$ cat src/rtl/mips_fetch_predictor.sv
// Instruction-fetch stage: PC register plus direct-mapped 2-bit branch predictor table,
// fetch-time jump redirect, predicted-taken branch redirect and mispredict recovery.
module mips_fetch_predictor #(
    parameter int          ENTRIES      = 16,
    parameter logic [31:0] RESET_PC     = 32'h0000_0000,
    parameter int          PC_INCREMENT = 4,
    parameter int          CNT_WIDTH    = 16
) (
    input  logic                 clk,
    input  logic                 reset,
    input  logic                 stall,
    input  logic [31:0]          instr_in,
    input  logic                 resolve_valid,
    input  logic [31:0]          resolve_pc,
    input  logic                 resolve_taken,
    input  logic                 resolve_predicted,
    input  logic [31:0]          resolve_target,
    output logic [31:0]          pc_out,
    output logic [31:0]          pc_plus_4_out,
    output logic                 predicted_taken_out,
    output logic                 flush_out,
    output logic [CNT_WIDTH-1:0] branch_count,
    output logic [CNT_WIDTH-1:0] mispredict_count
);

    localparam int          IDX     = $clog2(ENTRIES);
    localparam logic [31:0] PC_STEP = 32'(PC_INCREMENT);

    typedef logic [1:0] ctr_t;

    function automatic ctr_t ctr_step(input ctr_t c, input logic taken);
        if (taken)
            return (c == 2'b11) ? c : c + 2'b01;
        return (c == 2'b00) ? c : c - 2'b01;
    endfunction

    function automatic logic [CNT_WIDTH-1:0] sat_inc(input logic [CNT_WIDTH-1:0] v);
        return (&v) ? v : v + {{(CNT_WIDTH-1){1'b0}}, 1'b1};
    endfunction

    logic [31:0]          pc_p0;
    ctr_t                 ctr_p0 [ENTRIES];
    logic [CNT_WIDTH-1:0] branch_cnt_p0;
    logic [CNT_WIDTH-1:0] mispredict_cnt_p0;

    logic [5:0]        op;
    logic              is_branch;
    logic              is_jump;
    logic [IDX-1:0]    fetch_idx;
    logic [IDX-1:0]    update_idx;
    logic [31:0]       pc_plus_4;
    logic signed [31:0] branch_off;
    logic [31:0]       branch_target;
    logic [31:0]       jump_target;
    logic              pred_taken;
    logic              flush;
    logic [31:0]       next_pc;

    always_comb begin
        op            = instr_in[31:26];
        is_branch     = (op == 6'h04) || (op == 6'h05);
        is_jump       = (op == 6'h02) || (op == 6'h03);
        fetch_idx     = pc_p0[IDX+1:2];
        update_idx    = resolve_pc[IDX+1:2];
        pc_plus_4     = pc_p0 + PC_STEP;
        branch_off    = {{14{instr_in[15]}}, instr_in[15:0], 2'b00};
        branch_target = pc_plus_4 + $unsigned(branch_off);
        jump_target   = {pc_plus_4[31:28], instr_in[25:0], 2'b00};
        // Prediction reads the pre-update counter even when the same entry resolves this cycle.
        pred_taken    = is_branch & ctr_p0[fetch_idx][1];
        flush         = resolve_valid & (resolve_taken != resolve_predicted);

        next_pc = pc_plus_4;
        if (flush)
            next_pc = resolve_taken ? resolve_target : resolve_pc + PC_STEP;
        else if (stall)
            next_pc = pc_p0;
        else if (is_jump)
            next_pc = jump_target;
        else if (pred_taken)
            next_pc = branch_target;
    end

    // p0: fetch PC, predictor table and statistics
    always_ff @(posedge clk) begin
        if (!reset) begin
            pc_p0             <= RESET_PC;
            branch_cnt_p0     <= '0;
            mispredict_cnt_p0 <= '0;
            for (int i = 0; i < ENTRIES; i++)
                ctr_p0[i] <= 2'b01;
        end else begin
            pc_p0 <= next_pc;
            if (resolve_valid) begin
                ctr_p0[update_idx] <= ctr_step(ctr_p0[update_idx], resolve_taken);
                branch_cnt_p0      <= sat_inc(branch_cnt_p0);
            end
            if (flush)
                mispredict_cnt_p0 <= sat_inc(mispredict_cnt_p0);
        end
    end

    assign pc_out              = pc_p0;
    assign pc_plus_4_out       = pc_plus_4;
    assign predicted_taken_out = pred_taken;
    assign flush_out           = flush;
    assign branch_count        = branch_cnt_p0;
    assign mispredict_count    = mispredict_cnt_p0;

endmodule

$ cat config.mk
export PLATFORM = sky130hd
export DESIGN_NAME = mips_fetch_predictor
export DESIGN_NICKNAME = d
export VERILOG_FILES = /design/src/rtl/mips_fetch_predictor.sv
export SDC_FILE = /design/constraint.sdc
export NUM_CORES = 1
export LEC_CHECK = 0
export CORE_ASPECT_RATIO = 1.25
export CORE_UTILIZATION = 59
export DETAILED_ROUTE_END_ITERATION = 7
export DONT_BUFFER_PORTS = 1
export GPL_ROUTABILITY_DRIVEN = 0
export PLACE_DENSITY = 0.85
export SLEW_MARGIN = 20
export SYNTH_ARGS = -nofsm -noshare
export SYNTH_HDL_FRONTEND = slang
export SYNTH_SLANG_ARGS = --single-unit
$ cat constraint.sdc
create_clock -name clk -period 3.7 [get_ports clk]
set_clock_uncertainty 0.15 [all_clocks]
set_input_delay 0.74 -clock clk [delete_from_list [all_inputs] [get_ports clk]]
set_output_delay 0.74 -clock clk [all_outputs]
set_load 0.02 [all_outputs]
After elaboration in Yosys (flattened, before gate mapping)
Memories as Yosys holds them, arrays and structs flattened. A register that Yosys moved wholly into a read port is not among the register bits.
Index checks and enable logic that the tools add are counted.
{"block": "op_classes", "n_reduce_logical": 8, "add_sub_neg": 7, "muxes": 23, "eq_ne": 7, "bitwise": 4}
{"operator": "$mux 32", "n": 5}
{"operator": "$add 32x3->32 const B", "n": 2}
{"operator": "$add 16x1->16 const B", "n": 2}
{"operator": "$add 32x32->32", "n": 1}
{"operator": "$reduce_and 16->1", "n": 2}
{"operator": "$mux 2", "n": 7}
{"operator": "$eq 6x2->1 const B", "n": 2}
{"operator": "$eq 6x3->1 const B", "n": 2}
{"operator": "$mux 4", "n": 3}
{"operator": "$mux 1", "n": 8}
{"operator": "$reduce_and 2->1", "n": 2}
{"operator": "$add 2x1->2 const B", "n": 1}
{"operator": "$and 1x1->1", "n": 2}
{"operator": "$eq 2x2->1 const B", "n": 1}
{"operator": "$logic_not 2->1", "n": 1}
{"operator": "$logic_or 1x1->1", "n": 2}
{"operator": "$ne 2x1->1 const B", "n": 1}
{"operator": "$not 1->1", "n": 2}
{"operator": "$reduce_or 2->1", "n": 1}
{"operator": "$sub 2x1->2 const B", "n": 1}
{"operator": "$ne 1x1->1", "n": 1}
{"block": "totals", "output_inout_bits": 98, "mem_bits_rw": 32, "input_bits": 102, "elab_cells": 53, "ff_bits": 64, "n_memories": 1}
{"name": "ctr_p0", "words": 16, "word_bits": 2, "read_ports": 2, "rd_ports_with_merged_regs": 1, "wr": 16, "line": "42", "rtl": "ctr_t ctr_p0 [ENTRIES];"}

Longest topological paths before layout
Gate-level depths: netlist (run 1).
{"block": "logic_depth", "word_depth": 9, "depth_mapped": 18, "mapped_depth_nobuf": 17}

Least setup slack after synthesis (run 1)
OpenSTA, ideal clock, no wires.
{"block": "synth_path", "kind": "register to register", "start": "register pc_p0[2] (netlist: pc_out[2])", "end": "register pc_p0[31] (netlist: pc_out[31])", "required_time_ps": 3416, "arrival_ps": 3824, "setup_time_ps": 134, "slack_ps": -407, "path_stages_with_launch": 19, "synth_period_minus_slack_ps": 4107, "path_buffers": 1, "cell_sequence": "dfxtp_1 > ha_1 > and4_1 > nand2_1 > nor2_1 > and4_1 > nand4_1 > xnor2_1 > ha_1 > clkbuf_1 > nand2_1 > nor2_1 > a211oi_1 > o21a_1 > a21oi_1 > o22ai_1 > xnor2_1 > mux2i_1 > o221ai_1"}
{"block": "synth_via", "elab_chain_cells": 6}
{"element": "from (decl)", "line": "41", "rtl": "logic [31:0] pc_p0;"}
{"element": "from (signal assigned)", "line": "93", "rtl": "pc_p0 <= next_pc;"}
{"element": "$add 32x3->32", "line": "65", "rtl": "pc_plus_4 = pc_p0 + PC_STEP;"}
{"element": "via pc_plus_4_out[24]", "line": "19", "rtl": "output logic [31:0] pc_plus_4_out,"}
{"element": "$add 32x32->32", "line": "67", "rtl": "branch_target = pc_plus_4 + $unsigned(branch_off);"}
{"element": "$mux 32", "line": "80", "rtl": "else if (pred_taken)"}
{"element": "$mux 32", "line": "78", "rtl": "else if (is_jump)"}
{"element": "$mux 32", "line": "76", "rtl": "else if (stall)"}
{"element": "$mux 32", "line": "74", "rtl": "if (flush)"}
The timed path passes the listed nets, and every way through them passes these cells. The select of a mux whose other input is x is not followed.
A chain may end at the register's enable or synchronous reset.

Final worst setup path (run 1)
{"block": "layout_path", "start": "register pc_p0[3] (netlist: pc_out[3])", "end": "register pc_p0[31] (netlist: pc_out[31])"}
{"block": "layout_via", "elab_chain_cells": 6}
{"element": "$add 32x3->32 (*)", "line": "65"}
{"element": "$add 32x32->32", "line": "67"}
{"element": "$mux 32", "line": "80"}
{"element": "$mux 32 (*)", "line": "78"}
{"element": "$mux 32 (*)", "line": "76"}
{"element": "$mux 32 (*)", "line": "74"}
Every way passes the cells marked *; elsewhere a longest branch is shown, timed or not. The select of a mux whose other input is x is not followed.

==> results of run 1 <==
==> per-stage QoR <==
stage	instance area, um^2	power (mW)	setup WS (ns)
2_1_floorplan	8120	1.93	0.0241
3_3_place_gp	8700	2.14	-0.0135
3_5_place_dp	8700	2.17	-0.0222
4_1_cts	9000	3.09	0.0282
5_1_grt	9200	3.26	-0.0202
6_report	9200	3.14	0.0988
==> timing repair <==
item	CTS	global route
setup buffers	0	6
setup endpoints to repair	0	10
endpoints found under the hold margin	0	0
gates resized for setup	0	27
==> report_power, final <==
part	switching [mW]	leakage (nW)	internal [mW]	total [mW]
sequential	0.0662	0.849	1.18	1.25
combinational	0.546	2.47	0.402	0.948
clock	0.421	0.144	0.519	0.940
total	1.03	3.47	2.11	3.14
==> final cells by class <==
| class | instances | area (um^2) | share of cell area |
|---|---|---|---|
| Antenna cell | 1 | 2.50 | 0.000272 |
| Tap cell | 171 | 214 | 0.0233 |
| Multi-Input combinational cell | 823 | 5660 | 0.616 |
| Clock inverter | 4 | 31.3 | 0.00340 |
| Inverter | 15 | 56.3 | 0.00612 |
| Sequential cell | 100 | 2340 | 0.255 |
| Timing Repair Buffer | 81 | 621 | 0.0675 |
| Clock buffer | 12 | 268 | 0.0291 |
==> routing by layer <==
layer,track usage,vias up,part of all wire
met5,0,-,0
met4,0.168,0,0.046
met3,0.0618,87,0.094
met2,0.561,443,0.49
met1,0.411,3682,0.37
li1,-,3707,-
==> Yosys cell counts, types with 3 or more instances <==
| cell | count |
|---|---|
| nor2_1 | 119 |
| nand2_1 | 111 |
| o21ai_0 | 75 |
| dfxtp_1 | 68 |
| a21oi_1 | 61 |
| xor2_1 | 55 |
| xnor2_1 | 48 |
| ha_1 | 42 |
| clkbuf_1 | 40 |
| nand3_1 | 40 |
| nand4_1 | 38 |
| edfxtp_1 | 32 |
| nor3_1 | 25 |
| and3_1 | 21 |
| a211oi_1 | 18 |
| o211ai_1 | 17 |
| mux2i_1 | 14 |
| mux4_2 | 14 |
| a21o_1 | 13 |
| inv_1 | 13 |
| or3_1 | 10 |
| and4_1 | 9 |
| nor2b_1 | 7 |
| o21a_1 | 7 |
| o22ai_1 | 6 |
| a31oi_1 | 5 |
| buf_2 | 5 |
| nand2b_1 | 5 |
| a221oi_1 | 4 |
| and2_1 | 4 |
| o311ai_0 | 4 |
| a2bb2oi_1 | 3 |
| buf_1 | 3 |
| nor3_2 | 3 |
| o22a_1 | 3 |
==> flip-flops by register name, summed over array words and instances (netlist names), named ones only <==
| signal | cells |
|---|---|
| pc_out | 32 |
| ctr_p0 | 32 |
| branch_count | 16 |
| mispredict_count | 16 |
==> logic make-up (layout without fill, tap and decap cells) <==
family,after synthesis,count (layout),synth area share
AOI/OAI and AO/OA,243,243,0.195
muxes,29,29,0.0584
adders and majority gates,45,45,0.0709
and+or+nand+nor,403,403,0.240
DFF,100,100,0.291
other,0,1,0
buffers and inverters,65,112,0.0323
xor gates and xnor gates,103,103,0.113
==> worst paths after layout <==
path / from / to / slack, ns / depth (start not counted)
max: pc_out[3] / pc_out[31] / 0.1 / 15
min: reset / pc_out[31] / 0.39 / 2
max reg2reg: pc_out[3] / pc_out[31] / 0.1 / 15
min reg2reg: branch_count[1] / branch_count[1] / 0.44 / 2
==> impl_results.md, run 1 <==
- Synth area leaders: dfxtp_1 (17%), edfxtp_1 (12%), ha_1 (6.6%)
- Final WL: 24000 um
- Number of synthesized register bits: 100
- GRT Total Usage: 0.335
- DRT antenna net count: 0
- Final Instance Count excl. Fillers: ~1.2k
- First-pass DRT Iterations: 7
- WP data required: between 3 and 4 ns
- CTS buffer count: 9
- Core area: around 13000 um^2
- Cts hold-fix bufs: 0
- Remaining Overflow, GRT: 0
- Power Dens Cells: about 340 nW/um^2
- Final Hold Viols: 0
- Delay-heaviest family, CP: simple AND/OR/NAND/NOR gates
- Worst Tran Pin Value: approximately 1.0 ns
- Max-slew violation count: 0
- CP max FO: 5
- Status: finished, final reports clean
- Yosys top cell by area: dfxtp_1
- Distinct cell type count after synthesis: 73
- Mapped Nets: approximately 1.1k
- WL/cell: roughly 20 um
- Via Count: slightly below 8k
- Die Span Y: approximately 130 um
- Final min period: 3.60 ns
- Crit end category: flop
- Commonest non-fill, non-tap cells in the layout: nor2_1 (115), nand2_1 (111), buf_4 (80)
- Die W: 106 um
- Critical path's largest stage delay: about 0.5 ns
- IO buf count: 0
- Max VDD drop: around 0.33 mV
- Clk slew on worst S/H paths: 0.07 ns
- First-pass GRT wire length: around 37000 um
- Primary FF master, synth: dfxtp_1
- Slew Limit Headroom: 0.304
- Most common cell after layout, fill and taps aside: nor2_1
- Largest net degree at the start of global routing: just over 60
- Final TNS setup: 0 ns
- Initial antenna violation count: 1
- Max-Cap Viols: 0
- CTS tree: built
- # setup viols final: 0
- Synth Instances: a little under 1k
- Layout cell share with drive strength beyond 1: 0.165
- Via density: about 6.6
- Top cell by count, worst path: xnor2_1
- Placed cell count: roughly 1.2k
- Mapped Area: ~8000 um^2
- DRT iter0 DRCs: 641
- Syn avg cell area: slightly above 8 um^2
- Hold/Removal Path Class: in2reg
- Total Die Area: ~14000 um^2
- Clock root buffer: clkbuf_16
- FILL cells: ~1.0k
- DRC violations left: 0
- Max Root-Sink Buffers: 2
- Dpl hpwl: 18500 um
- Async set-reset flop share out of synthesis: 0
- Seq/Total Area, Yosys: 0.291
- Ys Warns: 0
- WS Path Type: reg2reg
- Final nets: ~1.2k
- Worst path slowest cell: or4_1
- Initial Util: 0.604
- Vias in the first global route: ~7.5k
- Std-Cell Rows: 47
- Clock sinks: 100
- Area share of the leading cell type in the synthesized netlist: 0.170
- Crit path DAT: around 3.7 ns
- Tcrit/Tclk final: 0.973
- RSZ-0062 raised after global routing: yes
- H-Tree Depth: 3
- EDFF count, synth: 32
- Worst-path cell chain: ha_4 -> and4_4 -> nand2_1 -> nor2_2 -> buf_4 -> nand4_1 -> nor2_1 -> xnor2_1 -> ha_1 -> a21o_1 -> or4_1 -> o22ai_2 -> xnor2_1 -> mux2i_1 -> o221ai_1
- Synthesis-to-finish area growth: 15.1%
- Final hold slack: about 0.39 ns
- Max Freq: roughly 280 MHz
- Clock latency at the later pin of the worst-skew pair: 0.35 ns
- Io pins: 200
- CP Buf/Inv Count: 1
- Leak pwr: between 3 and 4 nW
- Final core utilization: 0.695
- Startpoint Class: flop
(Power assumes the default switching activity.)
==> inputs of run 2 (changes only) <==
==> constraint.sdc (replaced) <==
create_clock -name clk -period 3.7 [get_ports clk]
set_clock_uncertainty 0.15 [all_clocks]
set_input_delay 0.37 -clock clk [delete_from_list [all_inputs] [get_ports clk]]
set_output_delay 0.37 -clock clk [all_outputs]
set_load 0.005 [all_outputs]
==> run 2 against run 1 <==
  * Critical path type unchanged
  * Count of clock-buffer cells in the layout shrank 2
  * Via count rose by 0.39%
  * Largest power group unchanged
  * Combinational power decreased by 6.9%
  * Final cell count fell by 0.17%
  * Highest routed layer unchanged
  * Total power fell by 1.7%
  * Die area stayed put
==> impl_results.md, run 2 (synthesis gave the netlist of run 1 again) <==
- Status: finished, final reports clean
- Crit path DAT: 3.74 ns (+0.07 ns)
- Total Die Area: 14000 um^2 (unchanged)
- Std-Cell Rows: 47 (unchanged)
- Max VDD drop: 0.248 mV (-24%)
- Leak pwr: 3.47 nW (about the same)
- Clock latency at the later pin of the worst-skew pair: 0.35 ns (about the same)
- Largest net degree at the start of global routing: 61 (unchanged)
- Max-slew violation count: 0 (unchanged)
- WL/cell: 20.3 um (+1.9%)
- RSZ-0062 raised after global routing: yes
- Clock Power Share: 0.311 (+0.012)
- # setup viols final: 0 (unchanged)
- DRC violations left: 0 (unchanged)
- Core area: 13200 um^2 (unchanged)
- Io pins: 200 (unchanged)
- Max Root-Sink Buffers: 2 (unchanged)
- Crit end category: flop
- Hold/Removal Path Class: in2reg
- Net Switching: 0.993 mW (-3.9%)
- Tcrit/Tclk final: 0.983 (+0.00964)
- Final nets: 1173 (-0.17%)
- Dpl hpwl: 18500 um (+0.11%)
- IO buf count: 0 (unchanged)
- CTS tree: built
- Final min period: 3.64 ns (+0.0357 ns)
- DRT iter0 DRCs: 597 (-6.9%)
- Vias in the first global route: 7698 (+2.7%)
- Via Count: 7950 (+0.39%)
- Reg2Reg Depth: 17 (+2)
- Switching Fraction: 0.322 (-0.00732)
- Post-place setup slack: -0.106 ns (-0.0841 ns)
- Remaining Overflow, GRT: 0 (unchanged)
- Initial antenna violation count: 1 (unchanged)
- Max Freq: 275 MHz (-0.98%)
- Die W: 106 um (unchanged)
- Synthesis-to-finish area growth: 14.8%
- GRT Total Usage: 0.340 (+0.00536)
- WP data required: 3.80 ns (+0.03 ns)
- Slew Limit Headroom: 0.520 (+0.217)
- Final TNS setup: 0 ns (unchanged)
- Commonest non-fill, non-tap cells in the layout: nor2_1 (114), nand2_1 (110), buf_4 (76)
- First-pass DRT Iterations: 8 (+1)
- Final core utilization: 0.693 (-0.00208)
- Logic pwr share: 0.286 (-0.016)
- Final WL: 24500 um (+1.7%)
- Via density: 6.60 (+0.56%)
- Worst Hold Depth: 1 (-1)
- DRT antenna net count: 0 (unchanged)
- WS Path Type: reg2reg
- Clk slew on worst S/H paths: 0.08 ns (about the same)
- Flop pwr share: 0.403 (+0.005)
- FILL cells: 1058 (+1.1%)
- First-pass GRT wire length: 37700 um (+1.4%)
- Clock sinks: 100 (unchanged)
- Worst Tran Pin Value: 0.719 ns (-0.324 ns)
- Clock root buffer: clkbuf_16
- Internal power: 2.09 mW (-0.64%)
- CP max FO: 4 (-1)
- Final Hold Viols: 0 (unchanged)
- Power Dens Cells: 336 nW/um^2 (-1.4%)
- H-Tree Depth: 3 (unchanged)
- Layout cell share with drive strength beyond 1: 0.158 (-0.00742)
- Most common cell after layout, fill and taps aside: nor2_1
- CTS buffer count: 9 (unchanged)
- Startpoint Class: flop
- Die Span Y: 132 um (unchanged)
- Initial Util: 0.604 (unchanged)
- Final worst setup slack: 0.0631 ns (-0.0357 ns)
- Max-Cap Viols: 0 (unchanged)
run 2: layout make-up:
class | count | area [um^2] | area share
clock inverters | 6 | 51.3 | 0.00559
diodes | 1 | 2.50 | 0.000273
multi-input cells | 823 | 5650 | 0.616
repair buffers | 79 | 621 | 0.0677
clock buffers | 10 | 250 | 0.0273
flip-flops and latches | 100 | 2330 | 0.254
inverters | 15 | 56.3 | 0.00614
well taps | 171 | 214 | 0.0233
run 2: power groups by stage:
stage | registers, mW | clock network [mW] | logic (mW)
after global placement | 1.26 | 0 | 0.780
after global routing | 1.25 | 1.01 | 0.952
after floorplan | 1.26 | 0 | 0.578
final | 1.24 | 0.960 | 0.883
after detailed placement | 1.26 | 0 | 0.801
after CTS | 1.24 | 0.965 | 0.812
run 2: repair_timing:
item,4_1_cts,5_1_grt
hold buffers,1,0
gates resized for setup,4,44
pin swaps,0,15
setup buffers,1,7
hold endpoints to repair,1,0
endpoints found under the setup margin,4,15
run 2: through the flow:
| stage | cell area [um^2] | hold WS [ns] | instances | power (mW) |
|---|---|---|---|---|
| 2_1_floorplan | 7990 | 0.331 | 988 | 1.84 |
| 3_3_place_gp | 8550 | 0.344 | 1179 | 2.04 |
| 3_5_place_dp | 8550 | 0.360 | 1179 | 2.06 |
| 4_1_cts | 8890 | 0.00642 | 1197 | 3.01 |
| 5_1_grt | 9170 | 0.00779 | 1205 | 3.21 |
| 6_report | 9170 | 0.0176 | 1205 | 3.09 |
run 2: worst paths after layout:
path | to | startpoint | slack (ns)
worst min register to register | branch_count[1] | branch_count[1] | 0.37
worst max-delay path | pc_out[29] | pc_out[10] | 0.06
worst min-delay path | pc_out[27] | reset | 0.02
worst max register to register | pc_out[29] | pc_out[10] | 0.06
run 2: critical path: stages (launching register included):
cell	delay, ns
dfxtp_1	0.33
and4_1	0.27
nand4_4	0.22
nor2_4	0.16
nand4_2	0.15
nor2_2	0.20
xor2_2	0.25
buf_4	0.16
ha_1	0.26
nand2_1	0.09
nor2_1	0.05
a211oi_2	0.21
o21ai_0	0.13
a31oi_1	0.27
o31ai_1	0.10
a21oi_1	0.19
o22ai_1	0.10
a22o_1	0.23
run 2: layer usage:
metal | vias to the layer above | share of wire | global-route usage
met5 | - | 0 | 0
met4 | 0 | 0.043 | 0.174
met3 | 88 | 0.11 | 0.0929
met2 | 470 | 0.49 | 0.572
met1 | 3688 | 0.36 | 0.396
li1 | 3704 | - | -
==> inputs of run 3 (changes only) <==
CAP_MARGIN = 5   (was unset)
==> results of run 3 <==
Same layout as run 2: the final DEF is identical, and so are final timing and power.
==> edit 1, RTL diff (config.mk and constraints of run 1) <==
Register the input `resolve_target` before use, without a reset. The logic sees it one clock later. The other inputs are not delayed to match.
--- a/src/rtl/mips_fetch_predictor.sv
+++ b/src/rtl/mips_fetch_predictor.sv
@@ -27,6 +27,12 @@
     localparam logic [31:0] PC_STEP = 32'(PC_INCREMENT);
 
     typedef logic [1:0] ctr_t;
+
+    logic [31:0] resolve_target_q;
+
+    always_ff @(posedge clk) begin
+        resolve_target_q <= resolve_target;
+    end
 
     function automatic ctr_t ctr_step(input ctr_t c, input logic taken);
         if (taken)
@@ -72,7 +78,7 @@
 
         next_pc = pc_plus_4;
         if (flush)
-            next_pc = resolve_taken ? resolve_target : resolve_pc + PC_STEP;
+            next_pc = resolve_taken ? resolve_target_q : resolve_pc + PC_STEP;
         else if (stall)
             next_pc = pc_p0;
         else if (is_jump)
Check against the original RTL: not equivalent (Yosys sat finds a counterexample within 4 cycles, from zero or initial values and one cycle with reset low).
==> edit 1 against run 1 <==
The run now ends with setup timing left. Fmax fell by 6.9%. Wire length grew 17%. Non-clock buffer count grew 54. Critical endpoint is now pc_out[21]. Sequential cell count grew 32. Sequential power up 30%. Highest routed layer is now met5. Largest power group unchanged. Cell area grew 17%. Area after synthesis grew 6.8%. Setup slack got worse by 0.27 ns. Global-route usage increased by 1.8 points. Power up 40%. First-iteration DRC count up 29%. Synthesized cell count increased by 0.20%.
==> edit 1: results (changes against run 1) <==
| Metric | Value |
|---|---|
| Slew @ Worst Pin | 0.581 ns (-0.462 ns) |
| Yosys cell types | 69 (-5.5%) |
| Post-route setup slack | -0.167 ns (-0.266 ns) |
| Vias per cell | 6.71 (+2.3%) |
| Setup TNS | -0.836 ns (-0.836 ns) |
| H-Tree Depth | 4 (+1) |
| Status | finished with violations |
| Post-synthesis sequential area ratio | 34.7% (+5.7 points) |
| Hold Crit Depth | 0 (-2) |
| CP max FO | 4 (-1) |
| Global Route Usage Sum | 35.3% (+1.8 points) |
| Final setup fails | 7 (+7) |
| Total Wirelength | 28200 um (+17%) |
| CTS buffer count | 17 (+8) |
| Reg2Reg Capture Point | pc_out[21] |
| Wire length per cell | 21.9 um (+10%) |
| DR pass1 iterations | 5 (-2) |
| Share of cells above drive strength 1 | 25.4% (+8.9 points) |
| Clock latency on the worst-skew pair | 0.42 ns (+0.07 ns) |
| Placed Cells | 1234 (+4.2%) |
| Critical Path Max Stage Delay | 0.53 ns (+0.02 ns) |
| Failing checks | setup timing |
| Reg2reg start | pc_out[2] |
| LEAKAGE | 4.32 nW (+25%) |
| Hold path endpoint | resolve_target_q[1] |
| Dominant cells by area after synthesis | dfxtp_1 23%, edfxtp_1 11%, ha_1 6.2%, xnor2_1 5.4%, nand2_1 5.2% |
| VDD IR-drop max | 0.427 mV (+31%) |
| Post-DP HPWL | 19800 um (+7.0%) |
| Synth top cells by count | 118 x nand2_1, 101 x nor2_1, 100 x dfxtp_1, 57 x a21oi_1, 53 x xnor2_1 |
-- edit 1: changes by cell type in the layout (fill, tap and decap cells not counted), moves of 12 or more --
cell,delta
buf_4,+50
o21ai_0,-32
dfxtp_1,+27
nand4_1,-22
nor2_1,-19
o311ai_0,+13
nor3_1,-12
-- edit 1: what timing repair did --
item / in CTS / in global routing
buffers inserted: 2 / 14
setup endpoints to repair: 6 / 11
resized for setup: 10 / 49
pin swaps: 9 / 45
gates cloned: 0 / 0
-- edit 1: cell families after synthesis --
logic type,Yosys count,synth area share (%)
AO/OA/AOI/OAI,247,19.7
XOR/XNOR,99,10.2
adder cells (fa/ha/maj),45,6.63
buffers and inverters,74,3.49
flip-flops,132,34.7
multiplexers,23,4.77
AND/OR/NAND/NOR,370,20.5
-- edit 1: per-layer routing --
metal / routed length (um) / global-route usage (%) / vias up
li1: - / - / 3859
met5: 11 / 0 / -
met1: 9910 / 40.9 / 4030
met3: 3150 / 9.16 / 131
met2: 13900 / 59.5 / 618
met4: 1280 / 17.9 / 2
-- edit 1: worst max-delay path by stage --
| stage | to | slack (ns) | startpoint | cells past startpoint |
|---|---|---|---|---|
| detailed placement | pc_out[27] | -0.21 | pc_out[6] | 15 |
| CTS | pc_out[27] | -0.02 | pc_out[6] | 15 |
| global route | pc_out[28] | -0.40 | pc_out[3] | 16 |
| global placement | pc_out[27] | -0.1 | pc_out[6] | 15 |
| floorplan | pc_out[27] | -0.02 | pc_out[2] | 18 |
| finish | pc_out[21] | -0.17 | pc_out[2] | 15 |
-- edit 1: where the power goes --
group | switching [mW] | total, mW | internal (mW)
combinational | 0.653 | 1.16 | 0.509
sequential | 0.0728 | 1.62 | 1.55
clock | 0.718 | 1.61 | 0.889
-- edit 1: cell type report --
class,instances,area share (%)
timing repair buffer,135,9.73
clock inverter,15,1.23
sequential,132,28.0
multi-input combinational,784,54.2
clock buffer,17,3.94
inverter,24,0.835
antenna,5,0.116
tap,175,2.03
-- edit 1: worst reg2reg max path, cell delays in order (launching register included) --
cell and delay [ns]:
dfxtp_4 0.39, nand2_4 0.07, nor3_4 0.17, nand4_1 0.24, xnor2_4 0.27, ha_4 0.24, a311oi_2 0.28, o21ai_1 0.14
o211ai_1 0.13, or4b_4 0.53, buf_4 0.17, a31oi_4 0.15, o21ai_2 0.08, xor2_1 0.14, a222oi_1 0.43, a21oi_1 0.14
-- edit 1: per-stage QoR --
step / area, sq um / hold slack (ns)
after CTS: 10400 / 0.176
after detailed placement: 9790 / 0.424
after global routing: 10800 / 0.172
after floorplan: 8880 / 0.379
after global placement: 9790 / 0.419
final: 10800 / 0.190
==> edit 2, RTL diff (config.mk and constraints of run 1) <==
Made on the original files. `ENTRIES`: 16 -> 8.
--- a/src/rtl/mips_fetch_predictor.sv
+++ b/src/rtl/mips_fetch_predictor.sv
@@ -1,7 +1,7 @@
 // Instruction-fetch stage: PC register plus direct-mapped 2-bit branch predictor table,
 // fetch-time jump redirect, predicted-taken branch redirect and mispredict recovery.
 module mips_fetch_predictor #(
-    parameter int          ENTRIES      = 16,
+    parameter int          ENTRIES      = 8,
     parameter logic [31:0] RESET_PC     = 32'h0000_0000,
     parameter int          PC_INCREMENT = 4,
     parameter int          CNT_WIDTH    = 16
Function: changed (a bounded check fails within 4 cycles, from zero or initial values and one cycle with reset low).
==> edit 2 against run 1 <==
Wire length shrank 4.0%. Sequential cell count down 17. Sequential power fell by 18%. Non-clock buffer count grew 2. Power shrank 7.8%. Synthesized cell count shrank 6.6%. Cell area fell by 6.1%. Final cell count decreased by 5.7%. Combinational power about the same. Critical path type unchanged. Setup slack worse by 0.033 ns. Largest power group unchanged. Area after synthesis is 10% lower.
==> edit 2: results (changes against run 1) <==
| Metric | Value |
|---|---|
| Status | completed |
| Global Route Usage Sum | 34.4% (+0.88 points) |
| Post-placement cell area | 0.00788 sq mm (-9.4%) |
| Type of the worst min-delay path | in2reg |
| Pin count of the biggest net entering global routing | 64 (+4.9%) |
| Vias in the first global route | 6933 (-7.5%) |
| Synth top cells by count | 108 x nand2_1, 102 x nor2_1, 74 x a21oi_1, 67 x dfxtp_1, 53 x xor2_1 |
| Switch share | 33.5% (+0.59 points) |
| Slew @ Worst Pin | 0.774 ns (-0.270 ns) |
| Reg2reg start | pc_out[2] |
| Synth Area in Adders | 7.35% (+0.25 points) |
| VDD IR-drop max | 0.319 mV (-1.9%) |
| Post-DP HPWL | 17100 um (-7.5%) |
| Total Wirelength | 23100 um (-4.0%) |
| Hold path endpoint | branch_count[14] |
| Worst path slowest cell | dfxtp_4 |
| Dominant cells by area after synthesis | dfxtp_1 19%, ha_1 6.8%, edfxtp_1 6.7%, xor2_1 6.5%, nand2_1 5.6% |
| Largest delay share family, worst path | compound AO/OA/AOI/OAI gates |
| Global-route wire length before repair | 34400 um (-7.6%) |
| Yosys cell types | 81 (+11%) |
| Share of cells above drive strength 1 | 20.8% (+4.3 points) |
| Hold Crit Depth | 1 (-1) |
| Post-synthesis sequential area ratio | 25.3% (-3.7 points) |
| Post-Synth XOR/XNOR Area | 11.8% (+0.53 points) |
| Crit path to | pc_out[26] |
| LEAKAGE | 3.29 nW (-5.1%) |
| Post-place setup slack | -0.0294 ns (-0.00725 ns) |
| Critical Path Max Stage Delay | 0.36 ns (-0.15 ns) |
| Post-synthesis mux area share | 3.62% (-2.2 points) |
| Crit path arrival time | 3.69 ns (+0.02 ns) |
| Worst Reg-to-Reg Cells | 16 (+1) |
| Syn Nets | 1065 (-6.0%) |
| Worst R2R Setup Slack | 0.07 ns (-0.03 ns) |
| Number of synthesized flops with an enable pin | 16 (-50%) |
## edit 2: final cells by class
class | count | area [sq um]
Clock inverter | 4 | 48.8
Antenna cell | 1 | 2.50
Fill cell | 850 | 3090
Sequential cell | 83 | 1840
Multi-Input combinational cell | 777 | 5590
Timing Repair Buffer | 83 | 634
Inverter | 17 | 63.8
Clock buffer | 12 | 256
Tap cell | 161 | 201
## edit 2: routing by layer
layer | up-vias | GRT usage (%) | routed length (um)
met5 | - | 0 | 0
met4 | 0 | 16.5 | 955
met3 | 92 | 9.22 | 2700
met2 | 452 | 57.3 | 11100
met1 | 3433 | 40.7 | 8290
li1 | 3475 | - | -
## edit 2: power by group through the flow
stage | Combinational (mW) | Clock, mW | Sequential, mW
2_1_floorplan | 0.587 | 0 | 1.08
3_3_place_gp | 0.823 | 0 | 1.04
3_5_place_dp | 0.843 | 0 | 1.04
4_1_cts | 0.850 | 0.919 | 1.02
5_1_grt | 1.02 | 0.962 | 1.03
6_report | 0.951 | 0.920 | 1.02
## edit 2: logic make-up after synthesis
kind of cell / after synthesis
simple gates: 381
compound gates: 239
xor+xnor: 97
flops: 83
buf+inv: 63
fa+ha+maj: 42
mux: 18
## edit 2: stage by stage
| step | hold WS (ns) | total power, mW | std cells | utilization (%) |
|---|---|---|---|---|
| floorplan | 0.403 | 1.66 | 923 | - |
| detailed placement | 0.434 | 1.88 | 1111 | 67.2 |
| global placement | 0.429 | 1.86 | 1111 | 67.2 |
| finish | 0.374 | 2.89 | 1138 | 73.6 |
| CTS | 0.375 | 2.79 | 1127 | 69.9 |
| global route | 0.373 | 3.01 | 1138 | 73.6 |
## edit 2: repair_timing
| item | CTS | global route |
|---|---|---|
| setup buffers | 0 | 10 |
| gates resized for setup | 3 | 68 |
| pin swaps | 1 | 27 |
| setup endpoints to repair | 2 | 11 |
